`src/rtl/mic1_pkg.sv`:
```
// Shared widths, microinstruction layout and sequencer state encoding for the
// MIC-1 control-store sequencer.
package mic1_pkg;

    localparam int AW = 9;
    localparam int DW = 36;

    localparam int NA_MSB   = 35;
    localparam int NA_LSB   = 27;
    localparam int JMPC_BIT = 26;
    localparam int JAMN_BIT = 25;
    localparam int JAMZ_BIT = 24;

    typedef enum logic [2:0] {
        ST_IDLE,
        ST_LOAD,
        ST_FETCH,
        ST_WAIT,
        ST_EXEC
    } seq_state_t;

    // Field order mirrors the bit positions above, MSB first.
    typedef struct packed {
        logic [NA_MSB-NA_LSB:0] next_addr;
        logic                   jmpc;
        logic                   jamn;
        logic                   jamz;
        logic [JAMZ_BIT-1:0]    ctrl;
    } mir_t;

endpackage

```
`src/rtl/mic1_microsequencer_if.sv`:
```
// Loader, control-store and datapath signals of the sequencer; the master
// modport is the sequencer, the slave modport is its surroundings.
interface mic1_microsequencer_if;
    import mic1_pkg::*;

    logic          load_start;
    logic          ld_valid;
    logic [DW-1:0] ld_data;
    logic          ld_last;
    logic          ld_ready;
    logic          run;
    logic          cs_wen;
    logic [AW-1:0] cs_waddr;
    logic [DW-1:0] cs_wdata;
    logic          cs_ren;
    logic [AW-1:0] cs_raddr;
    logic [DW-1:0] cs_rdata;
    logic [DW-1:0] mir;
    logic          mir_valid;
    logic          dp_done;
    logic          alu_n;
    logic          alu_z;
    logic [7:0]    mbr;
    logic [AW-1:0] mpc;
    logic          loaded;
    logic          busy;

    modport master (
        input  load_start, ld_valid, ld_data, ld_last, run, cs_rdata,
               dp_done, alu_n, alu_z, mbr,
        output ld_ready, cs_wen, cs_waddr, cs_wdata, cs_ren, cs_raddr,
               mir, mir_valid, mpc, loaded, busy
    );

    modport slave (
        output load_start, ld_valid, ld_data, ld_last, run, cs_rdata,
               dp_done, alu_n, alu_z, mbr,
        input  ld_ready, cs_wen, cs_waddr, cs_wdata, cs_ren, cs_raddr,
               mir, mir_valid, mpc, loaded, busy
    );

endinterface

```
`src/rtl/mic1_next_addr.sv`:
```
// Combinational next-MPC former: NEXT_ADDRESS with JAMN/JAMZ OR-ed into the
// high bit and MBR OR-ed into the low byte when JMPC is set.
module mic1_next_addr
    import mic1_pkg::*;
(
    input  mir_t          mir,
    input  logic          alu_n,
    input  logic          alu_z,
    input  logic [7:0]    mbr,
    output logic [AW-1:0] next_mpc
);

    always_comb begin
        next_mpc      = mir.next_addr;
        next_mpc[8]   = mir.next_addr[8] | (mir.jamn & alu_n) | (mir.jamz & alu_z);
        next_mpc[7:0] = mir.next_addr[7:0] | (mir.jmpc ? mbr : 8'h00);
    end

endmodule

```
`src/rtl/mic1_microsequencer.sv`:
```
// MIC-1 microsequencer: boot-loads microcode into the control store, then
// runs the FETCH/WAIT/EXEC loop that feeds MIR to the datapath.
module mic1_microsequencer
    import mic1_pkg::*;
(
    input  logic                   clk,
    input  logic                   rst_n,
    mic1_microsequencer_if.master  bus
);

    seq_state_t    state;
    seq_state_t    state_nx;
    logic [AW-1:0] mpc;
    logic [AW-1:0] wcount;
    mir_t          mir;
    logic          loaded;
    logic [AW-1:0] next_mpc;
    logic          xfer;
    logic          load_end;

    mic1_next_addr u_next_addr (
        .mir      (mir),
        .alu_n    (bus.alu_n),
        .alu_z    (bus.alu_z),
        .mbr      (bus.mbr),
        .next_mpc (next_mpc)
    );

    // The load finishes on ld_last or on the top word so the counter never wraps.
    assign xfer     = bus.ld_valid && (state == ST_LOAD);
    assign load_end = xfer && (bus.ld_last || (wcount == {AW{1'b1}}));

    always_ff @(posedge clk) begin
        if (!rst_n) begin
            state  <= ST_IDLE;
            mpc    <= '0;
            mir    <= '0;
            loaded <= 1'b0;
            wcount <= '0;
        end else begin
            state <= state_nx;
            case (state)
                ST_IDLE: begin
                    if (bus.load_start) begin
                        wcount <= '0;
                        loaded <= 1'b0;
                    end
                end
                ST_LOAD: begin
                    if (load_end) begin
                        loaded <= 1'b1;
                        mpc    <= '0;
                    end else if (xfer) begin
                        wcount <= wcount + 1'b1;
                    end
                end
                ST_WAIT: mir <= mir_t'(bus.cs_rdata);
                ST_EXEC: begin
                    if (bus.dp_done) begin
                        mpc <= next_mpc;
                    end
                end
                default: ;
            endcase
        end
    end

    always_comb begin
        state_nx = state;
        case (state)
            ST_IDLE: begin
                if (bus.load_start) begin
                    state_nx = ST_LOAD;
                end else if (bus.run && loaded) begin
                    state_nx = ST_FETCH;
                end
            end
            ST_LOAD: begin
                if (load_end) begin
                    state_nx = ST_IDLE;
                end
            end
            ST_FETCH: state_nx = ST_WAIT;
            ST_WAIT:  state_nx = ST_EXEC;
            ST_EXEC: begin
                if (bus.dp_done) begin
                    state_nx = bus.run ? ST_FETCH : ST_IDLE;
                end
            end
            default: state_nx = ST_IDLE;
        endcase
    end

    // Write and read strobes come from disjoint states, so they never overlap.
    always_comb begin
        bus.ld_ready  = (state == ST_LOAD);
        bus.cs_wen    = xfer;
        bus.cs_waddr  = wcount;
        bus.cs_wdata  = bus.ld_data;
        bus.cs_ren    = (state == ST_FETCH);
        bus.cs_raddr  = mpc;
        bus.mir       = mir;
        bus.mir_valid = (state == ST_EXEC);
        bus.mpc       = mpc;
        bus.loaded    = loaded;
        bus.busy      = (state != ST_IDLE);
    end

endmodule
```
`src/flat_wrapper.sv`:
```
// flat-port wrapper written by rule: the top's interface ports become plain ports
module mic1_microsequencer_flat import mic1_pkg::*;
  (clk, rst_n, bus_load_start, bus_ld_valid, bus_ld_data, bus_ld_last, bus_run, bus_cs_rdata, bus_dp_done, bus_alu_n, bus_alu_z, bus_mbr, bus_ld_ready, bus_cs_wen, bus_cs_waddr, bus_cs_wdata, bus_cs_ren, bus_cs_raddr, bus_mir, bus_mir_valid, bus_mpc, bus_loaded, bus_busy);
  mic1_microsequencer_if bus_i ();
  input  logic clk;
  input  logic rst_n;
  input wire logic [$bits(bus_i.load_start)-1:0] bus_load_start;
  input wire logic [$bits(bus_i.ld_valid)-1:0] bus_ld_valid;
  input wire logic [$bits(bus_i.ld_data)-1:0] bus_ld_data;
  input wire logic [$bits(bus_i.ld_last)-1:0] bus_ld_last;
  input wire logic [$bits(bus_i.run)-1:0] bus_run;
  input wire logic [$bits(bus_i.cs_rdata)-1:0] bus_cs_rdata;
  input wire logic [$bits(bus_i.dp_done)-1:0] bus_dp_done;
  input wire logic [$bits(bus_i.alu_n)-1:0] bus_alu_n;
  input wire logic [$bits(bus_i.alu_z)-1:0] bus_alu_z;
  input wire logic [$bits(bus_i.mbr)-1:0] bus_mbr;
  output wire logic [$bits(bus_i.ld_ready)-1:0] bus_ld_ready;
  output wire logic [$bits(bus_i.cs_wen)-1:0] bus_cs_wen;
  output wire logic [$bits(bus_i.cs_waddr)-1:0] bus_cs_waddr;
  output wire logic [$bits(bus_i.cs_wdata)-1:0] bus_cs_wdata;
  output wire logic [$bits(bus_i.cs_ren)-1:0] bus_cs_ren;
  output wire logic [$bits(bus_i.cs_raddr)-1:0] bus_cs_raddr;
  output wire logic [$bits(bus_i.mir)-1:0] bus_mir;
  output wire logic [$bits(bus_i.mir_valid)-1:0] bus_mir_valid;
  output wire logic [$bits(bus_i.mpc)-1:0] bus_mpc;
  output wire logic [$bits(bus_i.loaded)-1:0] bus_loaded;
  output wire logic [$bits(bus_i.busy)-1:0] bus_busy;
  assign bus_i.load_start = bus_load_start;
  assign bus_i.ld_valid = bus_ld_valid;
  assign bus_i.ld_data = bus_ld_data;
  assign bus_i.ld_last = bus_ld_last;
  assign bus_i.run = bus_run;
  assign bus_i.cs_rdata = bus_cs_rdata;
  assign bus_i.dp_done = bus_dp_done;
  assign bus_i.alu_n = bus_alu_n;
  assign bus_i.alu_z = bus_alu_z;
  assign bus_i.mbr = bus_mbr;
  assign bus_ld_ready = bus_i.ld_ready;
  assign bus_cs_wen = bus_i.cs_wen;
  assign bus_cs_waddr = bus_i.cs_waddr;
  assign bus_cs_wdata = bus_i.cs_wdata;
  assign bus_cs_ren = bus_i.cs_ren;
  assign bus_cs_raddr = bus_i.cs_raddr;
  assign bus_mir = bus_i.mir;
  assign bus_mir_valid = bus_i.mir_valid;
  assign bus_mpc = bus_i.mpc;
  assign bus_loaded = bus_i.loaded;
  assign bus_busy = bus_i.busy;
  mic1_microsequencer u_core (.clk(clk), .rst_n(rst_n), .bus(bus_i));
endmodule
```
`config.mk`:
```
export PLATFORM = sky130hd
export DESIGN_NAME = mic1_microsequencer_flat
export DESIGN_NICKNAME = d
export VERILOG_FILES = /design/src/rtl/mic1_pkg.sv /design/src/rtl/mic1_microsequencer_if.sv /design/src/rtl/mic1_next_addr.sv /design/src/rtl/mic1_microsequencer.sv /design/src/flat_wrapper.sv
export SDC_FILE = /design/constraint.sdc
export NUM_CORES = 1
export LEC_CHECK = 0
export ABC_CLOCK_PERIOD_IN_PS = 4600
export CAP_MARGIN = 20
export CORE_AREA = 2 2 98 81
export DETAILED_ROUTE_END_ITERATION = 10
export DIE_AREA = 0 0 100 83
export PLACE_DENSITY_LB_ADDON = 0.3
export SYNTH_ARGS = -nofsm -noshare
export SYNTH_HDL_FRONTEND = slang
export SYNTH_SLANG_ARGS = --single-unit
```
`constraint.sdc`:
```
create_clock -name clk -period 4.6 [get_ports clk]
set_input_delay 0.92 -clock clk [delete_from_list [all_inputs] [get_ports clk]]
set_output_delay 0.92 -clock clk [all_outputs]
set_load 0.03 [all_outputs]
```
==> results of run 1 <==
-- power by group --
| group | total [mW] | internal [mW] | leakage (nW) | switching (mW) |
|---|---|---|---|---|
| combinational | 0.162 | 0.0810 | 0.802 | 0.0812 |
| clock | 0.482 | 0.291 | 0.106 | 0.191 |
| sequential | 0.525 | 0.513 | 0.468 | 0.0118 |
| total | 1.17 | 0.885 | 1.38 | 0.284 |
-- cells by family after synthesis --
logic type,Yosys count,share of synthesized area
AOI/OAI and AO/OA,77,0.1783
xor gates and xnor gates,1,0.003310
adders and majority gates,2,0.009455
buffers and inverters,66,0.1608
DFF,58,0.4388
muxes,1,0.003783
and+or+nand+nor,121,0.2057
-- layer usage --
metal,track usage,vias up,share of wire
met3,0.07576,19,0.083
met5,0,-,0
li1,-,1196,-
met4,0.07223,0,0.020
met1,0.1904,1100,0.43
met2,0.2715,90,0.47
-- final cells by class --
| type | count | area share |
|---|---|---|
| sequential | 58 | 0.3063 |
| multi-input combinational | 202 | 0.2828 |
| inverter | 4 | 0.003960 |
| clock inverter | 2 | 0.009241 |
| tap | 90 | 0.02970 |
| timing repair buffer | 123 | 0.3234 |
| clock buffer | 13 | 0.04455 |
-- cell usage in the layout (no fill, tap or decap), drive strengths merged, types with 2 or more instances in the layout --
cell / instances
a21o: 8
a21oi: 45
a22oi: 12
and2: 2
and3: 5
buf: 2
clkbuf: 13
clkdlybuf4s50: 121
dfxtp: 58
ha: 2
inv: 4
nand2: 79
nand3: 4
nand3b: 2
nor2: 17
nor3: 4
nor3b: 2
o21ai: 4
-- final timing paths --
| path | depth (start not counted) | start | to |
|---|---|---|---|
| max | 3 | bus_ld_valid | bus_cs_wen |
| max reg2reg | 9 | u_core.bus.cs_waddr[0] | u_core.bus.cs_waddr[5] |
| min | 2 | u_core.bus.mir[20] | u_core.bus.mir[20] |
| min reg2reg | 2 | u_core.bus.mir[20] | u_core.bus.mir[20] |
-- state kept, by name, summed over array words and instances (netlist names) --
signal / count
u_core.bus.loaded: 1
u_core.bus.cs_raddr: 9
u_core.bus.mir: 36
u_core.state: 3
u_core.bus.cs_waddr: 9
-- critical path: cells and delay by family --
family	cells	cell delay [ns]
simple gates	1	0.16
buf+inv	2	1.23
==> results.sh, run 1 <==
export IMPL_p_leak_nw=1.376
export IMPL_ys_types=39
export IMPL_end_kind="primary output"
export IMPL_crit_path_top_delay_cell="clkdlybuf4s50_1"
export IMPL_drt_pass1_iter_count=4
export IMPL_hold_ws_ns=0.4529
export IMPL_ys_ff_latch=58
export IMPL_maxSlewViolCount=0
export IMPL_worst_pin_slew_ns=1.005
export IMPL_slowest_delay_ns=0.66
export IMPL_fin_util=0.5203
export IMPL_setup_viol=0
export IMPL_start_util=0.3632
export IMPL_clk_latency_ns=0.33
export IMPL_drcViolationCount=0
export IMPL_die_h_um=83
export IMPL_numCtsBuffers=9
export IMPL_max_slew_margin=0.3202
export IMPL_synthCells=326
export IMPL_core_area_um2=7287
export IMPL_cts_setup_buffers=0
export IMPL_start_kind="primary input"
export IMPL_path_cells="clkdlybuf4s50_1 -> and2_1 -> clkdlybuf4s50_1"
export IMPL_clock_root_buffer="clkbuf_8"
export IMPL_fmax_ghz=0.3094
export IMPL_synth_most_common_cell="nand2_1"
export IMPL_min_period_ns=3.232
export IMPL_ir_drop_mv=0.1544
export IMPL_outcome="completed"
export IMPL_instances_no_fill=492
export IMPL_ys_seq_area_frac=0.4388
export IMPL_cts_buffer_depth=2
export IMPL_crit_path_frequent_cell="clkdlybuf4s50_1"
export IMPL_grtUsageTotal=0.1678
export IMPL_vias=2405
export IMPL_synthTopCellsByArea="dfxtp_1 44%, buf_4 13%, nand2_1 11%, a21oi_1 8.3%, a22oi_1 3.4%"
export IMPL_totalWireLength_mm=6.880
export IMPL_dp_slack_ns=1.354
export IMPL_synth_area_um2=2646
export IMPL_holdBufCountCts=0
export IMPL_power_mw=1.169
export IMPL_drt_iter0_drc=68
export IMPL_skew_ns=0.01045
export IMPL_grt_start_max_net_pins=54
export IMPL_dp_hpwl_mm=4.854
export IMPL_hp_class="register to register"
export IMPL_synth_warnings=0
export IMPL_final_area_um2=3791
export IMPL_period_share=0.7026
export IMPL_viasPerCell=4.888
export IMPL_rsz0062_at_grt="no"
export IMPL_ys_top_cells_by_count="79 x nand2_1, 58 x dfxtp_1, 46 x buf_4"
export IMPL_gp_congestion=0.7798
export IMPL_antenna_found_initial=0
export IMPL_yosys_area_top_type_share=0.4388
export IMPL_clk_pin_slew_worst_paths_ns=0.06
export IMPL_grt_pass1_wl_mm=11.06
export IMPL_antenna_cells=0
export IMPL_die_x_um=100
export IMPL_n_fill_cell=694
export IMPL_drv_cap=0
export IMPL_fin_tns_setup_ns=0
export IMPL_cts_tree="done"
export IMPL_synth_top_area_cell="dfxtp_1"
export IMPL_overflow=0
export IMPL_register_area_um2=1161
export IMPL_finalHoldViolations=0
export IMPL_multi_input_area_um2=1072
export IMPL_p_per_area_nw_per_um2=308.3
export IMPL_routedWlPerCell_um=13.98
export IMPL_cp_data_required_time_ns=3.68
export IMPL_io_pins=194
export IMPL_die_area_um2=8300
export IMPL_rows=28
export IMPL_drive_gt1_frac=0.05970
export IMPL_crit_type="primary input to primary output"
export IMPL_synth_edf_count=0
export IMPL_dpl_instance_area_um2=3587
export IMPL_ys_flop_type="dfxtp_1"
export IMPL_layout_setup_ws_ns=1.368
export IMPL_clock_sinks=58
export IMPL_htree_levels=3
export IMPL_dp_cells=477
export IMPL_ant_nets=0
export IMPL_ctsResizeCount=0
export IMPL_grt_pass1_vias=2292
export IMPL_nets=489
export IMPL_syn2layout_area_growth_pct=43.26
export IMPL_port_buffers=121
export IMPL_reg2reg_slack_ns=1.98
export IMPL_critPathMaxFanout=6
export IMPL_syn_num_nets=417
export IMPL_postSynthAreaPerCell_um2=8.117
export IMPL_async_flop_share=0
export IMPL_cp_arrival_ns=2.31
Power figures use the tool's default switching activity.
==> run 2: changes to the inputs <==
- ABC_CLOCK_PERIOD_IN_PS: 4600 -> 3200
- CORE_AREA: 2 2 98 81 -> 2 2 102 84
- DIE_AREA: 0 0 100 83 -> 0 0 104 86
- clock period: 4.6 -> 3.2 ns (I/O delays scaled with it)
==> run 2 against run 1 <==
  * Utilization shrank 2.7 points
  * First-iteration DRC count shrank 4.4%
  * Die area grew 7.8%
  * Non-clock buffer count grew 3
  * Clock power grew 65%
==> results.sh, run 2 (synthesized netlist as in run 1, its figures left out) <==
export IMPL_end_kind="primary output"
export IMPL_port_buffers=121
export IMPL_core_area_um2=7838
export IMPL_nets=492
export IMPL_skew_ns=0.005601
export IMPL_drive_gt1_frac=0.06897
export IMPL_p_per_area_nw_per_um2=462.4
export IMPL_antenna_found_initial=0
export IMPL_outcome="completed"
export IMPL_fin_tns_setup_ns=0
export IMPL_fmax_ghz=0.3671
export IMPL_finalHoldViolations=0
export IMPL_clk_latency_ns=0.33
export IMPL_gp_congestion=0.7971
export IMPL_grt_pass1_wl_mm=11.38
export IMPL_register_area_um2=1161
export IMPL_final_common_cell="clkdlybuf4s50_1"
export IMPL_vias=2406
export IMPL_cp_data_required_time_ns=2.56
export IMPL_numCtsBuffers=9
export IMPL_die_area_um2=8944
export IMPL_totalWireLength_mm=7.137
export IMPL_start_util=0.3376
export IMPL_p_leak_nw=1.404
export IMPL_ctsResizeCount=0
export IMPL_n_fill_cell=802
export IMPL_holdBufCountCts=0
export IMPL_routedWlPerCell_um=13.89
export IMPL_cts_tree="done"
export IMPL_viasPerCell=4.681
export IMPL_largest_register="u_core.bus.mir"
export IMPL_clock_sinks=58
export IMPL_power_mw=1.786
export IMPL_grtUsageTotal=0.1602
export IMPL_max_slew_margin=0.5201
export IMPL_setup_viol=0
export IMPL_period_share=0.8514
export IMPL_grt_start_max_net_pins=37
export IMPL_largest_reg_flops=36
export IMPL_final_cell_mix="121 x clkdlybuf4s50_1, 79 x nand2_1, 58 x dfxtp_1, 44 x a21oi_1, 17 x nor2_1"
export IMPL_drt_pass1_iter_count=5
export IMPL_antenna_cells=0
export IMPL_grt_pass1_vias=2324
export IMPL_die_x_um=104
export IMPL_drcViolationCount=0
export IMPL_cts_setup_buffers=0
export IMPL_dp_hpwl_mm=5.002
export IMPL_clock_root_buffer="clkbuf_8"
export IMPL_start_kind="register"
export IMPL_drv_cap=0
export IMPL_critPathMaxFanout=13
export IMPL_overflow=0
export IMPL_ir_drop_mv=0.2309
export IMPL_rows=29
export IMPL_min_period_ns=2.724
export IMPL_cts_buffer_depth=2
export IMPL_worst_pin_slew_ns=0.7177
export IMPL_drt_iter0_drc=65
export IMPL_clk_pin_slew_worst_paths_ns=0.07
export IMPL_crit_type="register to primary output"
export IMPL_htree_levels=3
export IMPL_io_pins=194
export IMPL_hold_ws_ns=0.4532
export IMPL_die_h_um=86
export IMPL_ant_nets=0
export IMPL_rsz0062_at_grt="no"
export IMPL_cp_arrival_ns=2.08
export IMPL_hp_class="register to register"
export IMPL_multi_input_area_um2=1066
export IMPL_maxSlewViolCount=0
export IMPL_syn2layout_area_growth_pct=46.00
## run 2: metal layers
metal / GRT usage / wire [um] / vias to the layer above
met2: 0.2482 / 3211 / 93
met4: 0.04545 / 66 / 0
met3: 0.08435 / 623 / 12
li1: - / - / 1199
met5: 0 / 0 / -
met1: 0.1950 / 3235 / 1102
## run 2: critical path, stage by stage, from the launching register on
cell             delay [ns]
dfxtp_1                0.51
nor3b_4                0.23
buf_4                  0.22
and2_1                 0.14
clkdlybuf4s50_1        0.66
## run 2: worst paths after layout
check                                             from                     end  slack, ns  depth (start not counted)
worst max-delay path                   u_core.state[0]              bus_cs_wen       0.48                          4
worst min-delay path                 u_core.bus.mir[3]       u_core.bus.mir[3]       0.45                          2
worst max register to register  u_core.bus.cs_waddr[0]  u_core.bus.cs_waddr[5]       0.58                          9
worst min register to register       u_core.bus.mir[3]       u_core.bus.mir[3]       0.45                          2
## run 2: through the flow
| step | setup WS, ns | area (um2) | std cells | util |
|---|---|---|---|---|
| 3_3_place_gp | 0.5449 | 3626 | 498 | 0.4626 |
| 4_1_cts | 0.4532 | 3864 | 514 | 0.4930 |
| 2_1_floorplan | 0.6768 | 2646 | 326 | - |
| 5_1_grt | 0.3424 | 3864 | 514 | 0.4930 |
| 3_5_place_dp | 0.5147 | 3626 | 498 | 0.4626 |
| 6_report | 0.4756 | 3864 | 514 | 0.4930 |
## run 2: power breakdown
group	internal, mW	switching [mW]	total (mW)
clock network	0.501	0.294	0.795
registers	0.737	0.0172	0.754
logic	0.119	0.118	0.237
total	1.36	0.429	1.79
## run 2: area by class of cell
cell class	count	share of cell area
tap	108	0.03497
multi-input combinational	202	0.2759
sequential	58	0.3005
clock buffer	12	0.04275
inverter	4	0.003886
timing repair buffer	126	0.3232
clock inverter	4	0.01878
==> run 3: changes to the inputs <==
- GPL_ROUTABILITY_DRIVEN: not set -> 1
==> results of run 3 <==
Final layout, timing and power as in run 2 (identical DEF).
